File: config.mk
export PLATFORM = sky130hd
export DESIGN_NAME = dmem_stall_ctrl
export DESIGN_NICKNAME = d
export VERILOG_FILES = /design/src/rtl/dmem_pkg.sv /design/src/rtl/bus_timeout_ctr.sv /design/src/rtl/dmem_stall_ctrl.sv
export SDC_FILE = /design/constraint.sdc
export NUM_CORES = 1
export LEC_CHECK = 0
export ABC_AREA = 0
export CORE_AREA = 2 2 116 118
export DETAILED_ROUTE_END_ITERATION = 10
export DIE_AREA = 0 0 118 120
export GPL_TIMING_DRIVEN = 0
export PLACE_DENSITY = 0.71
export SLEW_MARGIN = 20
export SYNTH_ARGS = -nofsm -noshare
export SYNTH_HDL_FRONTEND = slang
export SYNTH_HIERARCHICAL = 1
export SYNTH_SLANG_ARGS = --single-unit
File: constraint.sdc
create_clock -name clk -period 3.2 [get_ports clk]
set_input_delay 0.32 -clock clk [delete_from_list [all_inputs] [get_ports clk]]
set_output_delay 0.32 -clock clk [all_outputs]
set_load 0.1 [all_outputs]
File: src/rtl/dmem_pkg.sv
// Shared types and constants for the data-memory stall controller.
package dmem_pkg;

  typedef enum logic [1:0] {
    IDLE    = 2'd0,
    WR_BUSY = 2'd1,
    RD_BUSY = 2'd2,
    RD_DONE = 2'd3
  } dmem_state_e;

  localparam logic [31:0] ERR_DATA        = 32'hDEADBEEF;
  localparam int          DEFAULT_TIMEOUT = 255;
  // Wide enough for the largest supported TIMEOUT (1023).
  localparam int          CTR_W           = 10;

endpackage

File: src/rtl/bus_timeout_ctr.sv
// Wait-cycle counter for an outstanding memory request; flags the cycle in
// which the count reaches TIMEOUT so the caller can abandon the request.
module bus_timeout_ctr
  import dmem_pkg::*;
#(
  parameter int TIMEOUT = DEFAULT_TIMEOUT
) (
  input  logic clk,
  input  logic reset,
  input  logic count_en,
  input  logic clear,
  output logic expired
);

  localparam logic [CTR_W-1:0] LAST = CTR_W'(TIMEOUT - 1);

  logic [CTR_W-1:0] count;

  // NOTE: sequential state uses non-blocking assignments so every flop samples
  // pre-edge values regardless of block ordering.
  always_ff @(posedge clk or posedge reset) begin
    if (reset)         count <= '0;
    else if (clear)    count <= '0;
    else if (count_en) count <= count + CTR_W'(1);
  end

  // Fires in the wait cycle that brings the count up to TIMEOUT.
  assign expired = count_en && (count == LAST);

endmodule

File: src/rtl/dmem_stall_ctrl.sv
// M-stage data-memory controller: posted writes, blocking reads, stall
// generation for the hazard unit and a per-request timeout with sticky error.
module dmem_stall_ctrl
  import dmem_pkg::*;
#(
  parameter int ADDR_W  = 32,
  parameter int DATA_W  = 32,
  parameter int TIMEOUT = DEFAULT_TIMEOUT
) (
  input  logic              clk,
  input  logic              reset,
  input  logic              mem_read_m,
  input  logic              dmem_write_m,
  input  logic [ADDR_W-1:0] alu_out_m,
  input  logic [DATA_W-1:0] write_data_m,
  output logic              stall_mem,
  output logic [DATA_W-1:0] read_data_m,
  output logic              mem_req,
  output logic              mem_we,
  output logic [ADDR_W-1:0] mem_addr,
  output logic [DATA_W-1:0] mem_wdata,
  input  logic              mem_ack,
  input  logic [DATA_W-1:0] mem_rdata,
  output logic              bus_err
);

  dmem_state_e       state;
  logic [DATA_W-1:0] rdata_q;
  logic              ack_ok;
  logic              timeout_hit;

  // Acks that arrive with no request outstanding are stray and dropped.
  assign ack_ok = mem_ack & mem_req;

  bus_timeout_ctr #(.TIMEOUT(TIMEOUT)) u_timeout (
    .clk      (clk),
    .reset    (reset),
    .count_en (mem_req & ~mem_ack),
    .clear    (~mem_req),
    .expired  (timeout_hit)
  );

  // NOTE: default assignment first so no path through the case infers a latch.
  always_comb begin
    stall_mem = 1'b0;
    case (state)
      IDLE:    stall_mem = mem_read_m;
      WR_BUSY: stall_mem = mem_read_m | dmem_write_m;
      RD_BUSY: stall_mem = 1'b1;
      RD_DONE: stall_mem = 1'b0;
    endcase
  end

  always_ff @(posedge clk or posedge reset) begin
    if (reset) begin
      state     <= IDLE;
      mem_req   <= 1'b0;
      mem_we    <= 1'b0;
      mem_addr  <= '0;
      mem_wdata <= '0;
      rdata_q   <= '0;
      bus_err   <= 1'b0;
    end else begin
      case (state)
        IDLE: begin
          // A read wins when both strobes are set; the conflict is logged.
          if (mem_read_m) begin
            mem_req  <= 1'b1;
            mem_we   <= 1'b0;
            mem_addr <= alu_out_m;
            state    <= RD_BUSY;
            if (dmem_write_m) bus_err <= 1'b1;
          end else if (dmem_write_m) begin
            mem_req   <= 1'b1;
            mem_we    <= 1'b1;
            mem_addr  <= alu_out_m;
            mem_wdata <= write_data_m;
            state     <= WR_BUSY;
          end
        end
        WR_BUSY: begin
          if (ack_ok || timeout_hit) begin
            mem_req <= 1'b0;
            mem_we  <= 1'b0;
            state   <= IDLE;
            if (!ack_ok) bus_err <= 1'b1;
          end
        end
        RD_BUSY: begin
          if (ack_ok) begin
            rdata_q <= mem_rdata;
            mem_req <= 1'b0;
            state   <= RD_DONE;
          end else if (timeout_hit) begin
            rdata_q <= DATA_W'(ERR_DATA);
            mem_req <= 1'b0;
            bus_err <= 1'b1;
            state   <= RD_DONE;
          end
        end
        RD_DONE: state <= IDLE;
      endcase
    end
  end

  assign read_data_m = rdata_q;

endmodule
* After elaboration in Yosys (flattened, before gate mapping)
Cells that the tools add are included.
Word-level totals: register bits after elaboration 111, input port bits 101, output and inout port bits 100
Operators by class: $add $sub $neg 1, eq/ne operators 13, mux-type cells 27, bitwise gates (word level) 5, reductions and logical operators 14
Operator list (count):
- $mux W32 | 4
- $mux W10 | 2
- $ne A2 B2 Y1 const B | 6
- $mux W1 | 11
- $add A10 B1 Y10 const B | 1
- $eq A10 B8 Y1 const B | 1
- $mux W2 | 5
- $reduce_and A3 Y1 | 3
- $pmux W2 S4 | 1
- $reduce_and A7 Y1 | 1
- $ne A3 B3 Y1 const B | 2
- $pmux W1 S3 | 2
- $reduce_bool A2 Y1 | 3
- $eq A2 B2 Y1 const B | 2
- $pmux W1 S4 | 1
- $reduce_and A2 Y1 | 2
- $reduce_and A4 Y1 | 1
- $reduce_bool A3 Y1 | 1
- $and A1 B1 Y1 | 2
- $eq A2 B1 Y1 const B | 1
- $logic_not A2 Y1 | 1
- $ne A2 B1 Y1 const B | 1
- $not A1 Y1 | 2
- $pmux W1 S2 | 1
- other kinds (3) | 3

* Depth between registers and ports, before layout
Gate-level depths: netlist (run 1).
depth after elaboration 6, depth in mapped cells 10, depth with buffers taken out 8

* Modules after synthesis
The synthesis (run 1) kept the hierarchy.
By module, submodules not included:
- dmem_stall_ctrl | times used 1, cells each 256, area each 4058.9 sq um
- bus_timeout_ctr | times used 1, cells each 53, area each 521.8 sq um

* Least setup slack after synthesis (run 1)
No wires, ideal clock.
path kind flip-flop to output port, from register state[0], to output stall_mem, arrival 2.400 ns, required time 2.880 ns, setup slack 0.480 ns, cell stages (with the launch flop) 6, path buffers 1, cell sequence dfrtp_1 > inv_1 > ha_1 > buf_4 > nor2b_4 > a21oi_1
Between the ends: word-level cells in the longest chain between the ends 2
RTL lines:
- start, declared | RTL line dmem_stall_ctrl.sv:27 | dmem_state_e state;
- start signal, assigned | RTL line dmem_stall_ctrl.sv:56 | state <= IDLE;
- start signal, assigned | RTL line dmem_stall_ctrl.sv:71 | state <= RD_BUSY;
- start signal, assigned | RTL line dmem_stall_ctrl.sv:78 | state <= WR_BUSY;
- $eq A2 B2 Y1 (tied with other cells) | RTL line dmem_stall_ctrl.sv:46 | case (state)
- $pmux W1 S4 (*) | RTL line dmem_stall_ctrl.sv:46
- end, declared | RTL line dmem_stall_ctrl.sv:16 | output logic stall_mem,
Every way passes the cells marked *; elsewhere a longest branch is shown, timed or not.

* Worst setup path in the final report (run 1)
from register state[1], to output stall_mem
The elaborated chain is that of the path after synthesis.

==> results of run 1 <==
## cell families after synthesis
kind of cell	Yosys count	synth area share
xor+xnor	4	0.00765
simple gates	36	0.0451
flops	111	0.606
mux	69	0.193
fa+ha+maj	8	0.0219
buf+inv	25	0.0306
compound gates	56	0.0953
## layout make-up
| cell class | count | share of cell area |
|---|---|---|
| Timing Repair Buffer | 200 | 0.283 |
| Tap cell | 176 | 0.0309 |
| Clock inverter | 4 | 0.00474 |
| Multi-Input combinational cell | 173 | 0.233 |
| Clock buffer | 12 | 0.0374 |
| Inverter | 8 | 0.00492 |
| Sequential cell | 111 | 0.390 |
| Buffer | 17 | 0.0155 |
## critical path: cells and delay by family, from the launching register on
| family | cells | cell delay (ps) |
|---|---|---|
| buf+inv | 3 | 1480 |
| fa+ha+maj | 1 | 160 |
| compound gates | 2 | 270 |
| flops | 1 | 430 |
## stage by stage
stage	hold WS (ps)	utilization	setup WS [ps]
2_1_floorplan	160	-	233
3_3_place_gp	470	0.523	-1280
3_5_place_dp	477	0.526	422
4_1_cts	371	0.549	160
5_1_grt	386	0.549	75.7
6_report	360	0.549	192
## cells in the mapped netlist (2+ instances only)
cell type	n	share of area
o21ai_0	5	0.0055
buf_4	5	0.0082
inv_1	8	0.0066
mux2i_1	4	0.0087
nor2_1	10	0.0082
nor2b_1	2	0.0027
buf_2	4	0.0044
mux2_1	2	0.0049
mux2_2	33	0.081
a22o_1	8	0.015
dfrtp_1	111	0.61
nand3_1	4	0.0044
a211oi_1	3	0.0049
or3_1	2	0.0027
ha_1	8	0.022
o31ai_1	2	0.0033
or4_1	2	0.0033
mux2_4	30	0.098
o22a_1	24	0.046
xor2_1	3	0.0057
nand2_1	5	0.0041
a21oi_1	8	0.0087
buf_6	3	0.0074
clkbuf_1	5	0.0041
## registers in the layout, summed over array words and instances, names as in the netlist
register and cells:
mem_wdata 32, read_data_m 32, u_timeout/count 10, mem_addr 32, bus_err 1, mem_we 1, state 2, mem_req 1
## cell usage in the layout (no fill, tap or decap), types with 2 or more instances in the layout
cell / n
or3_1: 2
o21ai_0: 5
clkbuf_16: 9
xor2_1: 3
o31ai_1: 2
a21oi_1: 8
a22o_1: 8
mux2_2: 33
nand3_1: 4
nand2_1: 5
o22a_1: 24
nor2_1: 10
or4_1: 2
a211oi_1: 3
nor2b_1: 2
inv_1: 7
mux2_1: 2
clkdlybuf4s50_1: 199
mux2i_1: 4
buf_2: 4
ha_1: 8
inv_6: 4
buf_4: 5
buf_6: 3
clkbuf_8: 3
clkbuf_1: 5
dfrtp_1: 111
mux2_4: 30
## routing by layer
metal	share of wire	global-route usage	vias up
met5	0	0	-
met4	0.018	0.0512	0
met3	0.059	0.0423	14
met2	0.48	0.258	131
met1	0.44	0.193	1585
li1	-	-	1536
## path summary, 6_finish.rpt
| path | from | end | slack [ps] |
|---|---|---|---|
| max | state[1] | stall_mem | 190 |
| min reg2reg | read_data_m[21] | read_data_m[21] | 490 |
| min | reset | mem_wdata[13] | 360 |
| max in group asynchronous | reset | mem_addr[19] | 2220 |
| max reg2reg | mem_req | read_data_m[27] | 1120 |
| min in group clk | mem_read_m | mem_we | 430 |
==> flow_summary.toml, run 1 <==
[floorplan]
fp.dieW_um = 118
ioPinCount = 201
rows = 42
coreArea_um2 = 13000
die-area_um2 = 14200
start_util = 0.353
die_height_um = 120

[logic_synthesis]
syn-cell-area_um2 = 4580
syn_avg_cell_area_um2 = 14.8
synth_ff_type = "dfrtp_1"
synth_edf_count = 0
async_flop_share = 1.00
ys_types = 42
ys.warnings.count = 6
syn_nets = 418
syn_inst = 309
ys_seq_area_frac = 0.606
synth_seq_cells = 111

[drt]
avgViaCountPerCell = 4.66
num_vias = 3266
antenna_left = 0
drt_iter0_markers = 177
drt_pass1_iterations = 4
totalWireLength_um = 10700
routedWlPerCell_um = 15.3
drc = 0

[clocking]
cts_htree_levels = 3
clock_latency_ps = 340
post_cts_buffers = 0
clockBufferDepth = 2
hold_buffers = 0
root_buffer = "clkbuf_16"
cts_buffers = 9
cts_tree = "yes"
clkSlewWorstSetupHoldPaths_ps = 70
post_cts_resized = 0
clock_sinks = 111

[flow_run]
max_cap_violations = 0

[timing]
finalMaxSlewViolations = 0
fmax_ghz = 0.332
finalClockSkew_ps = 8.86
finalCritPeriodShare = 0.940
setup_tns_ps = 0
hold_violations = 0
rsz0062_at_grt = "no"
report.final.setup_viol = 0
period_minus_slack_ps = 3010
relSlewSlack = 0.316
worst_slew_pin_slew_ps = 1020

[critical_path]
required_ps = 2880
critical_path.max_stage_delay_ps = 1180
setup.worst_path.start_class = "register"
cp_max_fo = 10
cp-end-kind = "output port"
crit_slowest_cell = "clkdlybuf4s50_1"
rr_worst_depth = 10
path_class = "reg2out"
crit_chain = "inv_1 -> ha_1 -> buf_4 -> o22ai_1 -> a21oi_1 -> clkdlybuf4s50_1"
crit_arrival_ps = 2690

[min_path]
min_path_type = "in2async"

[global_routing]
grt_first_pass_wirelength_um = 17600
overflow = 0
grt_max_degree = 69
grt_pass1_vias = 3507
track_usage = 0.154
antenna_found_initial = 0

[place]
port_buffers = 199
dpl.hpwl_um = 8140
dpl-instance-area_um2 = 6830
place.gp.congestion = 0.782
placed_cells = 685

[final_layout]
fin_area_um2 = 7130
nets = 629
multi_input_area_um2 = 1660
area_delta_synth_final_pct = 55.6
n_fill_cell = 1113
drive_gt1_frac = 0.194
seq_area_um2 = 2780
antennaDiodeCount = 0
fin_cells = 701

[status]
status = "complete, no violations"
Power of run 1 is left out: the tool's default activity adds up to more than one toggle a clock period on the data nets, which glitch-free logic cannot reach.
==> run 2: changes to the inputs <==
MAX_ROUTING_LAYER = met4   (was not set)
==> run 2 against run 1 <==
Net effect:
- sequential share of layout area is the same
- non-clock buffer count unchanged
- worst hold slack worse by 2.3 ps
- critical path depth unchanged
- critical endpoint unchanged
- highest routed layer unchanged
==> flow_summary.toml, run 2 (synthesis results as in run 1) <==
[status]
status = "complete, no violations"

[drt]
drt_iter0_markers = 155
avgViaCountPerCell = 4.68
drc = 0
totalWireLength_um = 10700
num_vias = 3279
routedWlPerCell_um = 15.3
antenna_left = 0
drt_pass1_iterations = 4

[final_layout]
area_delta_synth_final_pct = 55.6
multi_input_area_um2 = 1660
seq_area_um2 = 2780
final_cell_mix = "199 x clkdlybuf4s50_1, 111 x dfrtp_1, 33 x mux2_2"
nets = 629
drive_gt1_frac = 0.194
layout_commonest_cell = "clkdlybuf4s50_1"
antennaDiodeCount = 0
fin_area_um2 = 7130
n_fill_cell = 1113

[place]
port_buffers = 199
dpl.hpwl_um = 8140
dpl-instance-area_um2 = 6830
place.gp.congestion = 0.793

[global_routing]
grt_max_degree = 69
overflow = 0
grt_pass1_vias = 3500
grt_first_pass_wirelength_um = 17600
track_usage = 0.158
antenna_found_initial = 0

[floorplan]
fp.dieW_um = 118
coreArea_um2 = 13000
die-area_um2 = 14200
ioPinCount = 201
rows = 42
die_height_um = 120
start_util = 0.353

[critical_path]
required_ps = 2880
crit_arrival_ps = 2690
crit_slowest_cell = "clkdlybuf4s50_1"
cp-end-kind = "output port"
path_class = "reg2out"
setup.worst_path.start_class = "register"
crit_chain = "inv_1 -> ha_1 -> buf_4 -> o22ai_1 -> a21oi_1 -> clkdlybuf4s50_1"
cp_max_fo = 10
critical_path.max_stage_delay_ps = 1180
reg2reg_slack_ps = 1110

[timing]
setup_tns_ps = 0
period_minus_slack_ps = 3010
finalCritPeriodShare = 0.941
report.final.setup_viol = 0
hold_violations = 0
holdWs_ps = 358
finalClockSkew_ps = 9.57
worst_slew_pin_slew_ps = 1020
finalMaxSlewViolations = 0
relSlewSlack = 0.316
fmax_ghz = 0.332
rsz0062_at_grt = "no"

[clocking]
clkSlewWorstSetupHoldPaths_ps = 70
cts_tree = "yes"
clock_sinks = 111
cts_htree_levels = 3
clockBufferDepth = 2
post_cts_resized = 0
cts_buffers = 9
root_buffer = "clkbuf_16"
post_cts_buffers = 0
hold_buffers = 0
clock_latency_ps = 340

[flow_run]
max_cap_violations = 0

[min_path]
min_path_type = "in2async"
==> run 2: layout make-up <==
class | count | area share
multi-input combinational | 173 | 0.233
buffer | 17 | 0.0155
tap | 176 | 0.0309
timing repair buffer | 200 | 0.283
clock inverter | 4 | 0.00474
inverter | 8 | 0.00492
clock buffer | 12 | 0.0374
sequential | 111 | 0.390
==> run 2: final timing paths <==
| kind | startpoint | depth (start not counted) | to |
|---|---|---|---|
| setup / recovery | state[1] | 6 | stall_mem |
| setup reg to reg | mem_req | 10 | read_data_m[27] |
| hold reg to reg | read_data_m[21] | 1 | read_data_m[21] |
| max in group asynchronous | reset | 3 | mem_addr[19] |
| min in group clk | mem_read_m | 3 | mem_we |
| hold / removal | reset | 2 | mem_wdata[13] |
==> run 2: critical path: cells and delay by family, from the launching register on <==
kind | cells | cell delay (ps)
buf+inv | 3 | 1480
flops | 1 | 430
compound gates | 2 | 270
fa+ha+maj | 1 | 160
==> run 2: stage by stage <==
stage / cells / setup slack [ps] / utilization
6_report: 701 / 189 / 0.549
5_1_grt: 701 / 76.2 / 0.549
4_1_cts: 701 / 160 / 0.549
3_5_place_dp: 685 / 422 / 0.526
3_3_place_gp: 684 / -1280 / 0.523
2_1_floorplan: 309 / 233 / -
==> run 2: routing by layer <==
metal,vias up,part of all wire,global-route usage
met5,-,0,-
met4,0,0.016,0.0535
met3,16,0.058,0.0375
met2,131,0.48,0.258
met1,1595,0.44,0.195
li1,1537,-,-
Power of run 2 is left out for the same reason.
==> run 3: changes to the inputs <==
DONT_BUFFER_PORTS = 1   (was not set)
PLACE_DENSITY = 0.51   (was 0.71)
==> run 3 against run 2 <==
Net effect:
- maximum frequency increased by 3.9%
- critical path depth increased by 4
- non-clock buffer count decreased by 198
==> flow_summary.toml, run 3 (synthesis results as in run 1) <==
[min_path]
min_path_type = "in2reg"

[flow_run]
max_cap_violations = 0

[clocking]
post_cts_resized = 0
post_cts_buffers = 0
clock_latency_ps = 350
cts_buffers = 9
clkSlewWorstSetupHoldPaths_ps = 70
root_buffer = "clkbuf_16"
cts_htree_levels = 3
clock_sinks = 111
hold_buffers = 1
clockBufferDepth = 2
cts_tree = "yes"

[drt]
avgViaCountPerCell = 5.03
num_vias = 2529
drt_pass1_iterations = 4
routedWlPerCell_um = 18.6
drc = 0
totalWireLength_um = 9350
drt_iter0_markers = 113
antenna_left = 0

[critical_path]
cp-end-kind = "register"
path_class = "reg2reg"
required_ps = 3480
setup.worst_path.start_class = "register"
cp_max_fo = 10
crit_arrival_ps = 3180

[place]
dpl.hpwl_um = 6970
dpl-instance-area_um2 = 4840
port_buffers = 0
place.gp.congestion = 0.706
place_ws_ps = 295

[final_layout]
n_fill_cell = 1254
final_cell_mix = "111 x dfrtp_1, 33 x mux2_2, 30 x mux2_4"
nets = 431
area_delta_synth_final_pct = 12.4
layout_commonest_cell = "dfrtp_1"
fin_area_um2 = 5150
drive_gt1_frac = 0.315
antennaDiodeCount = 0

[global_routing]
antenna_found_initial = 0
overflow = 0
grt_first_pass_wirelength_um = 14700
grt_pass1_vias = 2716
track_usage = 0.137
grt_max_degree = 76

[timing]
holdWs_ps = 109
period_minus_slack_ps = 2900
setup_tns_ps = 0
setup_ws_ps = 301
worst_slew_pin_slew_ps = 1060
finalClockSkew_ps = 8.97
rsz0062_at_grt = "no"
relSlewSlack = 0.293
report.final.setup_viol = 0
finalMaxSlewViolations = 0
hold_violations = 0
fmax_ghz = 0.345
finalCritPeriodShare = 0.906

[floorplan]
fp.dieW_um = 118
rows = 42
ioPinCount = 201
die-area_um2 = 14200
start_util = 0.353
die_height_um = 120
coreArea_um2 = 13000

[status]
status = "complete, no violations"
## run 3: cell count changes in the layout (fill, tap and decap cells not counted)
| cell | previous run | this run |
|---|---|---|
| clkbuf_8 | 3 | 2 |
| inv_6 | 4 | 1 |
| clkinv_4 | 0 | 4 |
| a21oi_1 | 8 | 7 |
| clkdlybuf4s50_1 | 199 | 0 |
| a21oi_4 | 0 | 1 |
| dlygate4sd3_1 | 0 | 1 |
## run 3: layout make-up
class	instances	area, um2	area share
Inverter	8	35.0	0.00680
Timing Repair Buffer	2	37.5	0.00729
Sequential cell	111	2780	0.539
Clock inverter	5	42.5	0.00826
Buffer	17	110	0.0214
Multi-Input combinational cell	173	1670	0.325
Clock buffer	11	253	0.0491
Tap cell	176	220	0.0428
## run 3: worst paths after layout
check | start | endpoint | slack [ps] | cells after the start
hold / removal | alu_out_m[0] | mem_addr[0] | 110 | 1
max in group asynchronous | reset | mem_wdata[26] | 2120 | 3
min in group asynchronous | reset | mem_wdata[11] | 440 | 2
hold reg to reg | u_timeout/count[9] | u_timeout/count[9] | 560 | 2
setup / recovery | mem_req | read_data_m[13] | 300 | 10
setup reg to reg | mem_req | read_data_m[13] | 300 | 10
## run 3: through the flow
step                instances   util
global route              503  0.397
CTS                       503  0.397
floorplan                 309      -
global placement          485  0.370
detailed placement        486  0.373
finish                    503  0.397
## run 3: worst max-delay path, stage by stage (launching register included)
cell	delay [ps]
dfrtp_1	1040
inv_1	230
nor2_1	160
buf_4	170
nand3_1	80
nor3_1	290
a21oi_2	110
nor2b_1	160
buf_2	170
buf_2	240
o22a_1	180
## run 3: routing by layer
layer	up-vias	GRT usage	part of all wire
met5	-	-	0
met3	14	0.0466	0.087
li1	1135	-	-
met2	126	0.227	0.50
met1	1254	0.153	0.40
met4	0	0.0565	0.018
Power of run 3 is left out for the same reason.
